===== src/rtl/xrv1_mem_arb_if.sv =====
// Valid/ready request and valid-only response bundle shared by the fetch port,
// the data port and the downstream memory port of the XRV1 memory arbiter.
interface xrv1_mem_arb_if #(
    parameter int ADDR_W = 32,
    parameter int DATA_W = 32
);
    logic                  req_vld;
    logic                  req_rdy;
    logic [ADDR_W-1:0]     req_addr;
    logic                  req_w_en;
    logic [DATA_W/8-1:0]   req_w_be;
    logic [DATA_W-1:0]     req_w_data;
    logic                  resp_vld;
    logic                  resp_err;
    logic [DATA_W-1:0]     resp_r_data;

    // The requester is the master; the side that accepts requests and returns responses is the slave.
    modport master (
        output req_vld, req_addr, req_w_en, req_w_be, req_w_data,
        input  req_rdy, resp_vld, resp_err, resp_r_data
    );

    modport slave (
        input  req_vld, req_addr, req_w_en, req_w_be, req_w_data,
        output req_rdy, resp_vld, resp_err, resp_r_data
    );
endinterface


===== src/rtl/xrv1_mem_arb.sv =====
// Round-robin 2:1 arbiter sharing one memory port between XRV1 fetch and data ports;
// an in-order owner FIFO steers each response back to the port that issued it.
module xrv1_mem_arb #(
    parameter int ADDR_W          = 32,
    parameter int DATA_W          = 32,
    parameter int MAX_OUTSTANDING = 4
) (
    input  logic                               clk_i,
    input  logic                               rst_ni,
    xrv1_mem_arb_if.slave                      imem,
    xrv1_mem_arb_if.slave                      dmem,
    xrv1_mem_arb_if.master                     mem,
    output logic [$clog2(MAX_OUTSTANDING):0]   outstanding_o,
    output logic                               spurious_resp_o
);
    localparam int PTR_W = $clog2(MAX_OUTSTANDING);
    localparam int CNT_W = PTR_W + 1;
    localparam int BE_W  = DATA_W / 8;

    typedef enum logic [1:0] {
        ARB_OPEN,
        ARB_HOLD_IMEM,
        ARB_HOLD_DMEM
    } arb_state_e;

    arb_state_e                  state_q, state_d;
    logic                        prio_q;
    logic                        spurious_q;
    logic [MAX_OUTSTANDING-1:0]  owner_q;
    logic [PTR_W-1:0]            wr_ptr_q, rd_ptr_q;
    logic [CNT_W-1:0]            count_q;

    logic                        full, empty;
    logic                        grant_imem, grant_dmem;
    logic                        req_vld, handshake, push, pop, head_owner;
    logic [ADDR_W-1:0]           sel_addr;
    logic                        sel_w_en;
    logic [BE_W-1:0]             sel_w_be;
    logic [DATA_W-1:0]           sel_w_data;

    assign full       = (count_q == CNT_W'(MAX_OUTSTANDING));
    assign empty      = (count_q == '0);
    assign req_vld    = grant_imem | grant_dmem;
    assign handshake  = req_vld & mem.req_rdy;
    assign push       = handshake & ~full;
    assign pop        = rst_ni & mem.resp_vld & ~empty;
    assign head_owner = owner_q[rd_ptr_q];

    always_ff @(posedge clk_i or negedge rst_ni) begin
        if (!rst_ni) begin
            state_q <= ARB_OPEN;
        end else begin
            state_q <= state_d;
        end
    end

    // A stalled grant is held until the downstream port accepts it, keeping its payload stable.
    always_comb begin
        state_d = state_q;
        if (handshake) begin
            state_d = ARB_OPEN;
        end else if (req_vld) begin
            state_d = grant_dmem ? ARB_HOLD_DMEM : ARB_HOLD_IMEM;
        end
    end

    always_comb begin
        grant_imem = 1'b0;
        grant_dmem = 1'b0;
        if (rst_ni) begin
            case (state_q)
                ARB_HOLD_IMEM: grant_imem = imem.req_vld;
                ARB_HOLD_DMEM: grant_dmem = dmem.req_vld;
                default: begin
                    if (!full) begin
                        if (imem.req_vld && dmem.req_vld) begin
                            grant_dmem = prio_q;
                            grant_imem = ~prio_q;
                        end else begin
                            grant_imem = imem.req_vld;
                            grant_dmem = dmem.req_vld;
                        end
                    end
                end
            endcase
        end
    end

    always_comb begin
        sel_addr   = '0;
        sel_w_en   = 1'b0;
        sel_w_be   = '0;
        sel_w_data = '0;
        if (grant_dmem) begin
            sel_addr   = dmem.req_addr;
            sel_w_en   = dmem.req_w_en;
            sel_w_be   = dmem.req_w_be;
            sel_w_data = dmem.req_w_data;
        end else if (grant_imem) begin
            sel_addr   = imem.req_addr;
        end
    end

    assign mem.req_vld    = req_vld;
    assign mem.req_addr   = sel_addr;
    assign mem.req_w_en   = sel_w_en;
    assign mem.req_w_be   = sel_w_be;
    assign mem.req_w_data = sel_w_data;

    assign imem.req_rdy   = grant_imem & mem.req_rdy & ~full;
    assign dmem.req_rdy   = grant_dmem & mem.req_rdy & ~full;

    assign imem.resp_vld    = pop & ~head_owner;
    assign imem.resp_err    = pop & ~head_owner & mem.resp_err;
    assign imem.resp_r_data = mem.resp_r_data;
    assign dmem.resp_vld    = pop & head_owner;
    assign dmem.resp_err    = pop & head_owner & mem.resp_err;
    assign dmem.resp_r_data = mem.resp_r_data;

    // Owner FIFO: one bit per accepted request, 1 marks a data-port request.
    always_ff @(posedge clk_i or negedge rst_ni) begin
        if (!rst_ni) begin
            owner_q    <= '0;
            wr_ptr_q   <= '0;
            rd_ptr_q   <= '0;
            count_q    <= '0;
            prio_q     <= 1'b1;
            spurious_q <= 1'b0;
        end else begin
            if (push) begin
                owner_q[wr_ptr_q] <= grant_dmem;
                wr_ptr_q          <= wr_ptr_q + 1'b1;
                prio_q            <= grant_imem;
            end
            if (pop) begin
                rd_ptr_q <= rd_ptr_q + 1'b1;
            end
            case ({push, pop})
                2'b10:   count_q <= count_q + 1'b1;
                2'b01:   count_q <= count_q - 1'b1;
                default: count_q <= count_q;
            endcase
            if (mem.resp_vld && empty) begin
                spurious_q <= 1'b1;
            end
        end
    end

    assign outstanding_o   = count_q;
    assign spurious_resp_o = spurious_q;
endmodule


===== src/flat_wrapper.sv =====
// flat-port wrapper written by rule: the top's interface ports become plain ports
module xrv1_mem_arb_flat 
#(
    parameter int ADDR_W          = 32,
    parameter int DATA_W          = 32,
    parameter int MAX_OUTSTANDING = 4
)
  (clk_i, rst_ni, outstanding_o, spurious_resp_o, imem_req_vld, imem_req_addr, imem_req_w_en, imem_req_w_be, imem_req_w_data, imem_req_rdy, imem_resp_vld, imem_resp_err, imem_resp_r_data, dmem_req_vld, dmem_req_addr, dmem_req_w_en, dmem_req_w_be, dmem_req_w_data, dmem_req_rdy, dmem_resp_vld, dmem_resp_err, dmem_resp_r_data, mem_req_vld, mem_req_addr, mem_req_w_en, mem_req_w_be, mem_req_w_data, mem_req_rdy, mem_resp_vld, mem_resp_err, mem_resp_r_data);
  xrv1_mem_arb_if #(.ADDR_W(ADDR_W), .DATA_W(DATA_W)) imem_i ();
  xrv1_mem_arb_if #(.ADDR_W(ADDR_W), .DATA_W(DATA_W)) dmem_i ();
  xrv1_mem_arb_if #(.ADDR_W(ADDR_W), .DATA_W(DATA_W)) mem_i ();
  input  logic clk_i;
  input  logic rst_ni;
  output logic [$clog2(MAX_OUTSTANDING):0] outstanding_o;
  output logic spurious_resp_o;
  input wire logic [$bits(imem_i.req_vld)-1:0] imem_req_vld;
  input wire logic [$bits(imem_i.req_addr)-1:0] imem_req_addr;
  input wire logic [$bits(imem_i.req_w_en)-1:0] imem_req_w_en;
  input wire logic [$bits(imem_i.req_w_be)-1:0] imem_req_w_be;
  input wire logic [$bits(imem_i.req_w_data)-1:0] imem_req_w_data;
  output wire logic [$bits(imem_i.req_rdy)-1:0] imem_req_rdy;
  output wire logic [$bits(imem_i.resp_vld)-1:0] imem_resp_vld;
  output wire logic [$bits(imem_i.resp_err)-1:0] imem_resp_err;
  output wire logic [$bits(imem_i.resp_r_data)-1:0] imem_resp_r_data;
  input wire logic [$bits(dmem_i.req_vld)-1:0] dmem_req_vld;
  input wire logic [$bits(dmem_i.req_addr)-1:0] dmem_req_addr;
  input wire logic [$bits(dmem_i.req_w_en)-1:0] dmem_req_w_en;
  input wire logic [$bits(dmem_i.req_w_be)-1:0] dmem_req_w_be;
  input wire logic [$bits(dmem_i.req_w_data)-1:0] dmem_req_w_data;
  output wire logic [$bits(dmem_i.req_rdy)-1:0] dmem_req_rdy;
  output wire logic [$bits(dmem_i.resp_vld)-1:0] dmem_resp_vld;
  output wire logic [$bits(dmem_i.resp_err)-1:0] dmem_resp_err;
  output wire logic [$bits(dmem_i.resp_r_data)-1:0] dmem_resp_r_data;
  output wire logic [$bits(mem_i.req_vld)-1:0] mem_req_vld;
  output wire logic [$bits(mem_i.req_addr)-1:0] mem_req_addr;
  output wire logic [$bits(mem_i.req_w_en)-1:0] mem_req_w_en;
  output wire logic [$bits(mem_i.req_w_be)-1:0] mem_req_w_be;
  output wire logic [$bits(mem_i.req_w_data)-1:0] mem_req_w_data;
  input wire logic [$bits(mem_i.req_rdy)-1:0] mem_req_rdy;
  input wire logic [$bits(mem_i.resp_vld)-1:0] mem_resp_vld;
  input wire logic [$bits(mem_i.resp_err)-1:0] mem_resp_err;
  input wire logic [$bits(mem_i.resp_r_data)-1:0] mem_resp_r_data;
  assign imem_i.req_vld = imem_req_vld;
  assign imem_i.req_addr = imem_req_addr;
  assign imem_i.req_w_en = imem_req_w_en;
  assign imem_i.req_w_be = imem_req_w_be;
  assign imem_i.req_w_data = imem_req_w_data;
  assign imem_req_rdy = imem_i.req_rdy;
  assign imem_resp_vld = imem_i.resp_vld;
  assign imem_resp_err = imem_i.resp_err;
  assign imem_resp_r_data = imem_i.resp_r_data;
  assign dmem_i.req_vld = dmem_req_vld;
  assign dmem_i.req_addr = dmem_req_addr;
  assign dmem_i.req_w_en = dmem_req_w_en;
  assign dmem_i.req_w_be = dmem_req_w_be;
  assign dmem_i.req_w_data = dmem_req_w_data;
  assign dmem_req_rdy = dmem_i.req_rdy;
  assign dmem_resp_vld = dmem_i.resp_vld;
  assign dmem_resp_err = dmem_i.resp_err;
  assign dmem_resp_r_data = dmem_i.resp_r_data;
  assign mem_req_vld = mem_i.req_vld;
  assign mem_req_addr = mem_i.req_addr;
  assign mem_req_w_en = mem_i.req_w_en;
  assign mem_req_w_be = mem_i.req_w_be;
  assign mem_req_w_data = mem_i.req_w_data;
  assign mem_i.req_rdy = mem_req_rdy;
  assign mem_i.resp_vld = mem_resp_vld;
  assign mem_i.resp_err = mem_resp_err;
  assign mem_i.resp_r_data = mem_resp_r_data;
  xrv1_mem_arb #(.ADDR_W(ADDR_W), .DATA_W(DATA_W), .MAX_OUTSTANDING(MAX_OUTSTANDING)) u_core (.clk_i(clk_i), .rst_ni(rst_ni), .imem(imem_i), .dmem(dmem_i), .mem(mem_i), .outstanding_o(outstanding_o), .spurious_resp_o(spurious_resp_o));
endmodule

===== config.mk =====
export PLATFORM = sky130hd
export DESIGN_NAME = xrv1_mem_arb_flat
export DESIGN_NICKNAME = d
export VERILOG_FILES = /design/src/rtl/xrv1_mem_arb_if.sv /design/src/rtl/xrv1_mem_arb.sv /design/src/flat_wrapper.sv
export SDC_FILE = /design/constraint.sdc
export NUM_CORES = 1
export LEC_CHECK = 0
export ABC_AREA = 1
export CAP_MARGIN = 5
export CORE_AREA = 2 2 123 125
export CTS_BUF_LIST = sky130_fd_sc_hd__clkbuf_16
export DETAILED_ROUTE_END_ITERATION = 7
export DIE_AREA = 0 0 125 127
export SYNTH_ARGS = -nofsm -noshare
export SYNTH_HDL_FRONTEND = slang
export SYNTH_SLANG_ARGS = --single-unit

===== constraint.sdc =====
create_clock -name clk_i -period 3.05 [get_ports clk_i]
set_input_delay 0.61 -clock clk_i [delete_from_list [all_inputs] [get_ports clk_i]]
set_output_delay 0.61 -clock clk_i [all_outputs]
set_load 0.01 [all_outputs]

==> results of run 1 <==
[cell type report]
| cell class | instances | area [µm²] |
|---|---|---|
| clock buffers | 3 | 75.1 |
| flip-flops and latches | 15 | 377 |
| multi-input cells | 210 | 935 |
| inverters | 57 | 216 |
| fillers | 1562 | 10400 |
| well taps | 184 | 230 |
| clock inverters | 1 | 5.00 |
| repair buffers | 206 | 2150 |
[state kept, by name (all words and copies together) (netlist names)]
name,flops
u_core.wr_ptr_q,2
u_core.state_q,2
u_core.rd_ptr_q,2
u_core.outstanding_o,3
u_core.spurious_resp_o,1
u_core.prio_q,1
u_core.owner_q,4
[critical path, stage by stage]
cell             delay, ps
clkdlybuf4s50_1        530
nand2_1                 70
nor2_1                 130
nand2_2                100
buf_4                  190
nor2_2                 140
clkdlybuf4s50_1        570
[how the worst min path moves through the flow]
stage	startpoint	end	slack, ps
floorplan	rst_ni	u_core.outstanding_o[0]	310
global placement	u_core.spurious_resp_o	u_core.spurious_resp_o	450
detailed placement	u_core.rd_ptr_q[1]	u_core.rd_ptr_q[1]	490
CTS	u_core.rd_ptr_q[1]	u_core.rd_ptr_q[1]	490
global route	u_core.spurious_resp_o	u_core.spurious_resp_o	520
finish	u_core.rd_ptr_q[1]	u_core.rd_ptr_q[1]	490
[stage by stage]
step           util, %  std cells  area, µm²  setup TNS [ps]  power, W
6_report          27.7        676       3990               0   0.00225
5_1_grt           27.7        676       3990           -18.8   0.00247
4_1_cts           27.0        674       3890               0   0.00230
3_5_place_dp      26.1        667       3760           -1160   0.00203
3_3_place_gp      26.1        667       3760           -1420   0.00202
2_1_floorplan        -        356       2060               0   0.00120
[logic make-up (layout without fill, tap and decap cells)]
logic type / after synthesis / in the layout / share of synthesized area [%]
adder cells (fa/ha/maj): 8 / 8 / 5.23
XOR/XNOR: 3 / 3 / 1.28
AND/OR/NAND/NOR: 187 / 187 / 35.4
AO/OA/AOI/OAI: 12 / 12 / 3.16
flip-flops: 15 / 15 / 18.3
buffers and inverters: 131 / 267 / 36.6
[synth_stat cells (2+ instances only)]
cell type and instances:
nand2_1 127, buf_4 68, inv_1 56, nor2_1 47, dfrtp_1 14, nand3_1 8
o21ai_0 8, ha_1 7, buf_2 3, clkbuf_1 3, a21oi_1 2, nand2_2 2
xor2_1 2
[repair_timing]
item | 4_1_cts | 5_1_grt
cloned | 2 | 0
endpoints found under the hold margin | 0 | 0
buffers inserted | 1 | 2
endpoints found under the setup margin | 37 | 36
resized for setup | 34 | 34
[metal layers]
layer  wire (µm)  share of wire [%]  track usage [%]  vias up
met4         269                3.4             4.12        2
met5          46               0.58             2.17        -
li1            -                  -                -     1239
met3        1060                 13             4.31       32
met1        3040                 38             10.8      972
met2        3480                 44             13.7      162
[where the power goes]
| part | switching [W] | internal [W] | total, W |
|---|---|---|---|
| Clock | 0.0000793 | 0.000175 | 0.000254 |
| Sequential | 0.0000789 | 0.000299 | 0.000378 |
| Combinational | 0.000788 | 0.000832 | 0.00162 |
| Total | 0.000946 | 0.00131 | 0.00225 |
==> results.sh, run 1 <==
export IMPL_status="complete, no violations"
export IMPL_slew_violations=0
export IMPL_final_cell_mix="126 x nand2_1, 125 x clkdlybuf4s50_1, 56 x inv_1, 45 x nor2_1, 32 x dlymetal6s2s_1"
export IMPL_numClockSinks=15
export IMPL_antenna_found_initial=0
export IMPL_synth_area_leader_cell="buf_4"
export IMPL_hold_buffers=0
export IMPL_fp_dieH_um=127
export IMPL_dieArea_mm2=0.0159
export IMPL_drive_above_1_share_pct=6.71
export IMPL_fin_ws_ps=106
export IMPL_drc=0
export IMPL_r2r_slack_ps=400
export IMPL_start_util_pct=14.3
export IMPL_ir_worst_vdd_mv=0.262
export IMPL_r2r_start="u_core.state_q[0]"
export IMPL_cts_root_buffer="clkbuf_16"
export IMPL_clk_latency_ps=250
export IMPL_synth_edff_count=0
export IMPL_tightestPinTransition_ps=236
export IMPL_portBuffers=187
export IMPL_grt_pass1_vias=2275
export IMPL_synth_seq_area_share_pct=18.3
export IMPL_layout_commonest_cell="nand2_1"
export IMPL_cp_arrival_ps=2330
export IMPL_clock_skew_ps=2.95
export IMPL_dpl_worst_slack_ps=-63.8
export IMPL_drtPass1Iterations=4
export IMPL_startpoint="rst_ni"
export IMPL_holdPathStages=1
export IMPL_synthCells=356
export IMPL_syn_to_final_growth_pct=93.9
export IMPL_r2r_end="u_core.outstanding_o[2]"
export IMPL_ys_warn_count=0
export IMPL_ys_top_cells_by_area="buf_4 25%, nand2_1 23%, dfrtp_1 17%, inv_1 10%, nor2_1 8.6%"
export IMPL_rsz0062_at_grt="true"
export IMPL_worstPathMaxFanout=7
export IMPL_gp_congestion=0.728
export IMPL_synth_ff_latch_count=15
export IMPL_p_per_area_mw_per_mm2=565
export IMPL_wl_mm=7.89
export IMPL_leakagePower_nw=2.56
export IMPL_hold_class="reg2reg"
export IMPL_synth_area_per_cell_um2=5.78
export IMPL_track_usage_pct=9.05
export IMPL_vias_per_cell=3.56
export IMPL_critPathKind="in2out"
export IMPL_ff2ff_path_depth=14
export IMPL_crit_path_start_kind="primary input"
export IMPL_antennaDiodeCount=0
export IMPL_hold_slack_ps=492
export IMPL_clockBufferDepth=2
export IMPL_num_rows=44
export IMPL_period_minus_slack_ps=2940
export IMPL_vias=2407
export IMPL_io_pins=321
export IMPL_drtIter0Drc=78
export IMPL_setup_viol=0
export IMPL_maxCapViolCount=0
export IMPL_cts_tree="yes"
export IMPL_ys_types=22
export IMPL_min_period_over_period_pct=96.5
export IMPL_grt_ovfl_total=0
export IMPL_grt_pass1_wl_mm=11.7
export IMPL_finalHoldViolations=0
export IMPL_ant_nets=0
export IMPL_grt_max_degree=33
export IMPL_max_freq_mhz=340
export IMPL_post_synth_top_area_fraction_pct=24.8
export IMPL_core_mm2=0.0144
export IMPL_place_hpwl_mm=6.49
export IMPL_wl_per_cell_um=11.7
export IMPL_fp_dieW_um=125
export IMPL_worstSetupEndpointType="primary output"
export IMPL_crit_path_end="dmem_req_rdy"
export IMPL_final_nets=678
export IMPL_cts_max_level=1
export IMPL_netlist_area_mm2=0.00206
export IMPL_synth_nets=541
export IMPL_critPathRequiredTime_ps=2440
export IMPL_clk_pin_slew_ps=50
export IMPL_synthFlopType="dfrtp_1"
export IMPL_slew_headroom_pct=84.2
export IMPL_numCtsBuffers=3
export IMPL_async_flop_share_pct=100
No activity file was read; power rests on OpenSTA's default activity.
==> inputs of run 2 (changes only) <==
--- a/config.mk
+++ b/config.mk
@@ -11,6 +11,7 @@
 export CTS_BUF_LIST = sky130_fd_sc_hd__clkbuf_16
 export DETAILED_ROUTE_END_ITERATION = 7
 export DIE_AREA = 0 0 125 127
+export SETUP_SLACK_MARGIN = 0.02
 export SYNTH_ARGS = -nofsm -noshare
 export SYNTH_HDL_FRONTEND = slang
 export SYNTH_SLANG_ARGS = --single-unit
==> results.sh, run 2 (same netlist as run 1, synthesis figures left out) <==
export IMPL_hold_slack_ps=393
export IMPL_clock_skew_ps=2.85
export IMPL_leakagePower_nw=2.31
export IMPL_place_hpwl_mm=6.49
export IMPL_cp_arrival_ps=2350
export IMPL_grt_max_degree=33
export IMPL_drc=0
export IMPL_dpl_cell_area_mm2=0.00376
export IMPL_track_usage_pct=9.06
export IMPL_p_int_w=0.00129
export IMPL_ant_nets=0
export IMPL_critPathRequiredTime_ps=2440
export IMPL_fp_dieW_um=125
export IMPL_numClockSinks=15
export IMPL_drive_above_1_share_pct=6.33
export IMPL_maxCapViolCount=0
export IMPL_tightestPinTransition_ps=215
export IMPL_numCtsBuffers=3
export IMPL_rsz0062_at_grt="true"
export IMPL_ir_worst_vdd_mv=0.250
export IMPL_gp_congestion=0.728
export IMPL_worstSetupEndpointType="primary output"
export IMPL_num_rows=44
export IMPL_clockBufferDepth=2
export IMPL_grt_ovfl_total=0
export IMPL_core_mm2=0.0144
export IMPL_sequentialPowerShare_pct=17.0
export IMPL_top_register="u_core.owner_q"
export IMPL_switchingPower_w=0.000955
export IMPL_hold_buffers=0
export IMPL_worstPathMaxFanout=7
export IMPL_antenna_found_initial=0
export IMPL_cts_tree="yes"
export IMPL_wl_per_cell_um=11.7
export IMPL_antennaDiodeCount=0
export IMPL_portBuffers=187
export IMPL_setup_tns_ps=0
export IMPL_clk_pin_slew_ps=50
export IMPL_slew_headroom_pct=85.5
export IMPL_start_util_pct=14.3
export IMPL_syn_to_final_growth_pct=90.6
export IMPL_crit_path_start_kind="primary input"
export IMPL_cts_root_buffer="clkbuf_16"
export IMPL_fin_area_mm2=0.00392
export IMPL_drtPass1Iterations=4
export IMPL_fin_util_pct=27.2
export IMPL_slew_violations=0
export IMPL_grt_pass1_vias=2277
export IMPL_fp_dieH_um=127
export IMPL_setup_viol=0
export IMPL_vias=2392
export IMPL_p_per_area_mw_per_mm2=572
export IMPL_pwr_share_comb_pct=71.7
export IMPL_finalPower_w=0.00224
export IMPL_drtIter0Drc=93
export IMPL_largest_register_ffs=4
export IMPL_status="complete, no violations"
export IMPL_clk_latency_ps=250
export IMPL_wl_mm=7.86
export IMPL_hold_class="in2async"
export IMPL_critPathKind="in2out"
export IMPL_min_period_over_period_pct=97.1
export IMPL_period_minus_slack_ps=2960
export IMPL_final_nets=676
export IMPL_finalHoldViolations=0
export IMPL_final_cell_mix="126 x nand2_1, 125 x clkdlybuf4s50_1, 56 x inv_1, 49 x dlygate4sd2_1, 46 x nor2_1"
export IMPL_grt_pass1_wl_mm=11.7
export IMPL_max_freq_mhz=338
export IMPL_io_pins=321
export IMPL_dieArea_mm2=0.0159
export IMPL_swShare_pct=42.5
export IMPL_vias_per_cell=3.55
export IMPL_cts_max_level=1
export IMPL_clkPwrFrac_pct=11.3
export IMPL_layout_commonest_cell="nand2_1"
==> run 2: repair_timing <==
action                     in CTS  in global routing
cloned                          2                  0
setup endpoints to repair      49                 17
resized for setup              53                 17
buffers inserted                1                  0
==> run 2: stage by stage <==
step / setup WS (ps) / std cells
2_1_floorplan: 706 / 356
3_3_place_gp: -86.5 / 667
3_5_place_dp: -63.8 / 667
4_1_cts: 21.0 / 674
5_1_grt: 1.42 / 674
6_report: 88.3 / 674
==> run 2: per-layer routing <==
metal,up-vias,wire length [µm],track usage (%)
met4,2,267,4.12
met1,960,3030,10.8
met5,-,46,2.17
met2,164,3460,13.7
li1,1236,-,-
met3,30,1060,4.31
==> run 2: worst paths after layout <==
path	from	end	slack, ps	cells after the start
max	dmem_req_vld	dmem_req_rdy	90	7
min	rst_ni	u_core.outstanding_o[2]	390	2
max reg2reg	u_core.state_q[0]	u_core.outstanding_o[2]	430	14
min reg2reg	u_core.rd_ptr_q[1]	u_core.rd_ptr_q[1]	490	1
max in group asynchronous	rst_ni	u_core.prio_q	2450	2
min in group clk_i	u_core.rd_ptr_q[1]	u_core.rd_ptr_q[1]	490	1
==> run 2: cell type report <==
class,instances,area (µm²)
clock buffers,3,75.1
fillers,1573,10500
inverters,57,216
flip-flops and latches,15,377
multi-input cells,210,945
clock inverters,1,5.00
repair buffers,204,2070
well taps,184,230
==> run 2: power groups by stage <==
| stage | logic (W) | registers, W | clock network, W |
|---|---|---|---|
| 5_1_grt | 0.00179 | 0.000400 | 0.000271 |
| 4_1_cts | 0.00162 | 0.000380 | 0.000265 |
| 2_1_floorplan | 0.000830 | 0.000371 | 0 |
| 6_report | 0.00161 | 0.000381 | 0.000254 |
| 3_3_place_gp | 0.00164 | 0.000376 | 0 |
| 3_5_place_dp | 0.00165 | 0.000381 | 0 |
==> run 2: worst max-delay path, cell delays in order <==
cell and delay (ps):
clkdlybuf4s50_1 480, nand2_1 50, nor2_1 130, nand2_2 110, buf_4 190, nor2_1 190, clkdlybuf4s50_1 590
==> inputs of run 3 (changes only) <==
--- a/config.mk
+++ b/config.mk
@@ -9,6 +9,7 @@
 export CAP_MARGIN = 5
 export CORE_AREA = 2 2 123 125
 export CTS_BUF_LIST = sky130_fd_sc_hd__clkbuf_16
+export CTS_CLUSTER_SIZE = 24
 export DETAILED_ROUTE_END_ITERATION = 7
 export DIE_AREA = 0 0 125 127
 export SETUP_SLACK_MARGIN = 0.02
==> results of run 3 <==
The final DEF is identical to that of run 2; final timing and power are the same.
